--- config.mk ---
export PLATFORM = sky130hd
export DESIGN_NAME = stream_demux_1to2
export DESIGN_NICKNAME = d
export VERILOG_FILES = /design/src/rtl/stream_demux_1to2.sv
export SDC_FILE = /design/constraint.sdc
export NUM_CORES = 1
export LEC_CHECK = 0
export ABC_AREA = 1
export CAP_MARGIN = 10
export CELL_PAD_IN_SITES_DETAIL_PLACEMENT = 0
export CELL_PAD_IN_SITES_GLOBAL_PLACEMENT = 1
export CORE_MARGIN = 3
export CORE_UTILIZATION = 24
export CTS_CLUSTER_DIAMETER = 40
export DETAILED_ROUTE_END_ITERATION = 6
export PLACE_DENSITY_LB_ADDON = 0.2
export SLEW_MARGIN = 20
export SYNTH_ARGS = -nofsm -noshare
export SYNTH_HDL_FRONTEND = slang
export SYNTH_SLANG_ARGS = --single-unit
--- constraint.sdc ---
create_clock -name clk -period 1.61 [get_ports clk]
set_clock_uncertainty 0.15 [all_clocks]
set_input_delay 0.322 -clock clk [delete_from_list [all_inputs] [get_ports clk]]
set_output_delay 0.322 -clock clk [all_outputs]
set_load 0.01 [all_outputs]
--- src/rtl/stream_demux_1to2.sv ---
// Registered 1:2 stream demux: steers each input word to channel in_sel through a one-entry slot.
// Latency 1 cycle accept-to-valid; in_ready drops only when the selected slot is full and not draining.
module stream_demux_1to2 #(
    parameter int WIDTH = 4,
    parameter int CNT_W = 8
) (
    input  logic             clk,
    input  logic             rst,
    input  logic [WIDTH-1:0] in_data,
    input  logic             in_sel,
    input  logic             in_valid,
    output logic             in_ready,
    output logic [WIDTH-1:0] out0_data,
    output logic             out0_valid,
    input  logic             out0_ready,
    output logic [WIDTH-1:0] out1_data,
    output logic             out1_valid,
    input  logic             out1_ready,
    output logic [CNT_W-1:0] cnt0,
    output logic [CNT_W-1:0] cnt1
);

    typedef enum logic {
        EMPTY = 1'b0,
        FULL  = 1'b1
    } slot_state_t;

    slot_state_t      state0_q, state0_d;
    slot_state_t      state1_q, state1_d;
    logic [WIDTH-1:0] data0_q, data0_d;
    logic [WIDTH-1:0] data1_q, data1_d;
    logic [CNT_W-1:0] cnt0_q, cnt0_d;
    logic [CNT_W-1:0] cnt1_q, cnt1_d;
    logic             accept;
    logic             load0;
    logic             load1;

    always_comb begin
        state0_d = state0_q;
        state1_d = state1_q;
        data0_d  = data0_q;
        data1_d  = data1_q;
        cnt0_d   = cnt0_q;
        cnt1_d   = cnt1_q;

        // Readiness looks only at the addressed slot, so a stalled channel never blocks the other.
        if (in_sel) begin
            in_ready = !rst && ((state1_q == EMPTY) || out1_ready);
        end else begin
            in_ready = !rst && ((state0_q == EMPTY) || out0_ready);
        end
        accept = in_valid && in_ready;
        load0  = accept && !in_sel;
        load1  = accept && in_sel;

        if (load0) begin
            state0_d = FULL;
            data0_d  = in_data;
            cnt0_d   = cnt0_q + CNT_W'(1);
        end else if ((state0_q == FULL) && out0_ready) begin
            state0_d = EMPTY;
        end

        if (load1) begin
            state1_d = FULL;
            data1_d  = in_data;
            cnt1_d   = cnt1_q + CNT_W'(1);
        end else if ((state1_q == FULL) && out1_ready) begin
            state1_d = EMPTY;
        end
    end

    always_ff @(posedge clk) begin
        if (rst) begin
            state0_q <= EMPTY;
            state1_q <= EMPTY;
            data0_q  <= '0;
            data1_q  <= '0;
            cnt0_q   <= '0;
            cnt1_q   <= '0;
        end else begin
            state0_q <= state0_d;
            state1_q <= state1_d;
            data0_q  <= data0_d;
            data1_q  <= data1_d;
            cnt0_q   <= cnt0_d;
            cnt1_q   <= cnt1_d;
        end
    end

    assign out0_valid = (state0_q == FULL);
    assign out1_valid = (state1_q == FULL);
    assign out0_data  = data0_q;
    assign out1_data  = data1_q;
    assign cnt0       = cnt0_q;
    assign cnt1       = cnt1_q;

endmodule

==> impl_metrics.ini <==
[status]
status = complete, no violations

[die]
die_y_um = 76.4
start_util_pct = 26.0
dieWidth_um = 76.4
pin_count = 37
core-area_um2 = 4560
die-area_um2 = 5830
rows = 24

[grt]
antenna_found_initial = 0
grt-ovfl-total = 0
grt_max_degree = 16
grt_use_total_pct = 11.5
grt_pass1_vias = 1156
grt_pass1_wl_um = 5510

[yosys]
synth_area_um2 = 1190
ys_types = 23
seq_area_frac_synth_pct = 43.8
synth_top_cells_by_count = 37 x nand2_1, 26 x dfxtp_1, 24 x nor2_1
synth_top_cell_by_area = dfxtp_1
synth_flop_cell = dfxtp_1
synth-seq-cells = 26
synth.most_common_cell = nand2_1
synthTopCellsByArea = dfxtp_1 44%, nand2_1 12%, nor2_1 7.6%, a21oi_1 6.7%, nand3_1 4.2%
yosys_warnings = 0
synth_fp_nets = 173
syn_area_per_cell_um2 = 7.38
postSynthCellCount = 161
postSynth.asyncResetShare_pct = 0
synth_edf_count = 0
synth_top_area_share_pct = 43.8

[worst_setup_path]
crit_required_ps = 1140
critPathMaxFanout = 2
start_kind = flop
slowest_delay_ps = 330
crit_family = buffers and inverters
critPathBufInv = 2
crit_slowest_cell = dfxtp_1
crit_type = reg2out
endpoint_kind = primary output
cp_cell_sequence = buf_4 > dlygate4sd2_1
crit_arrival_ps = 1020

[power]
power.density_nw_per_um2 = 749
ir_drop_uv = 319
leakagePower_nw = 0.863

[clock_tree]
clk_latency_ps = 270
root_buffer = clkbuf_8
cts.clk_slew.worst_paths_ps = 100
htree_levels = 1
clock_sinks = 26
cts_buffers = 3
clock_path_buffers = 2
cts_tree = built

[hold_path]
hp-class = in2reg

[sta]
setup_violations = 0
setup-tns-final_ps = 0
slew-limit-headroom_pct = 85.9
slew_viol_final = 0
rsz0062_at_grt = false
worst_slew_pin_slew_ps = 211
finalCriticalPeriod_ps = 1490
finalHoldViolCount = 0
fmax_ghz = 0.671
fin_crit_sh_pct = 92.5

[route]
dr.pass1.iters = 4
drcViolationCount = 0
wire_per_inst_um = 11.6
drt_iter0_markers = 43
wirelength_um = 3280
vias_per_cell = 4.32
vias = 1219
ant_nets = 0

[placement]
dp_cells = 277
gp_congestion = 0.778
io_buffer_count = 36
dp_hpwl_um = 2430

[final_layout]
multiInputGateArea_um2 = 622
final_cells = 282
layout-drive-gt1-share_pct = 22.6
area_delta_synth_final_pct = 56.2
nets = 230
n_antenna_cell = 0
register_area_um2 = 527
nFillCells = 505

[flow_run]
maxCapViolations = 0
[worst min-delay path, delay by kind of cell]
| family | cells | cell delay, ps |
|---|---|---|
| AO/OA/AOI/OAI | 1 | 50 |
| AND/OR/NAND/NOR | 1 | 70 |
| buffers and inverters | 3 | 260 |
[stage by stage]
| step | hold slack [ps] | util, % | area (um2) | total power [mW] | setup WS (ps) |
|---|---|---|---|---|---|
| after floorplan | 241 | - | 1190 | 0.753 | 254 |
| after global routing | 335 | 40.7 | 1860 | 1.44 | 1.95 |
| after global placement | 305 | 38.3 | 1750 | 0.849 | -555 |
| after CTS | 332 | 39.9 | 1820 | 1.40 | -131 |
| final | 305 | 40.7 | 1860 | 1.39 | 120 |
| after detailed placement | 309 | 38.3 | 1750 | 0.853 | -590 |
[per-layer routing]
metal	up-vias	routed length [um]	part of all wire, %	track usage, %
met2	23	1540	47	18.8
met5	-	0	0	0
li1	640	-	-	-
met4	0	24	0.73	3.80
met1	554	1600	49	15.0
met3	2	119	3.6	2.36
[cell type report]
cell class	instances	share of cell area, %
timing repair buffer	56	27.0
inverter	13	2.90
clock inverter	1	1.62
clock buffer	3	2.22
multi-input combinational	118	33.5
tap	65	4.38
sequential	26	28.4
[cells by family (layout without fill, tap and decap cells)]
group / after synthesis / count (layout) / synth area share (%)
compound gates: 26 / 26 / 10.9
xor+xnor: 4 / 4 / 2.95
fa+ha+maj: 2 / 2 / 2.10
buf+inv: 17 / 73 / 6.11
flops: 26 / 26 / 43.8
simple gates: 86 / 86 / 34.1
[repair_timing]
action,4_1_cts,5_1_grt
hold buffers,0,0
setup buffers,1,0
setup endpoints to repair,39,21
endpoints found under the hold margin,0,0
pin swaps,1,2
gates resized for setup,43,12
[cell usage in the layout, fill, tap and decap left out, drive strengths merged]
cell type      synthesis  layout
nand4                  4       4
dlymetal6s2s           0       4
nand3                 13      13
ha                     2       2
nor2                  28      28
a21oi                 16      16
xor2                   2       2
xnor2                  2       2
bufinv                 0       1
inv                   13      13
clkdlybuf4s50          0       5
nand2                 37      37
nor3                   3       3
clkbuf                 2       3
dfxtp                 26      26
buf                    2      21
nand3b                 1       1
o21ai                 10      10
dlygate4sd2            0      26
[state kept, by name, indices dropped and copies added, names as in the netlist]
signal / flops
out1_valid: 1
cnt0: 8
out0_data: 4
out1_data: 4
out0_valid: 1
cnt1: 8
[where the power goes]
group          leakage (nW)  internal, mW  switching [mW]  total, mW
Sequential            0.213         0.658          0.0105      0.668
Clock                0.0357         0.333           0.221      0.554
Combinational         0.614        0.0823          0.0860      0.168
Total                 0.863          1.07           0.318       1.39
[final timing paths]
| path | startpoint | endpoint | slack [ps] | cells after the start |
|---|---|---|---|---|
| worst max register to register | cnt1[1]$_SDFFE_PP0P_ | cnt1[6]$_SDFFE_PP0P_ | 190 | 7 |
| worst min-delay path | out0_ready | out0_valid$_SDFFE_PP0P_ | 310 | 5 |
| worst min register to register | out1_data[1]$_SDFFE_PP0P_ | out1_data[1]$_SDFFE_PP0P_ | 320 | 2 |
| worst max-delay path | out0_valid$_SDFFE_PP0P_ | out0_valid | 120 | 2 |
(Power assumes the default switching activity.)
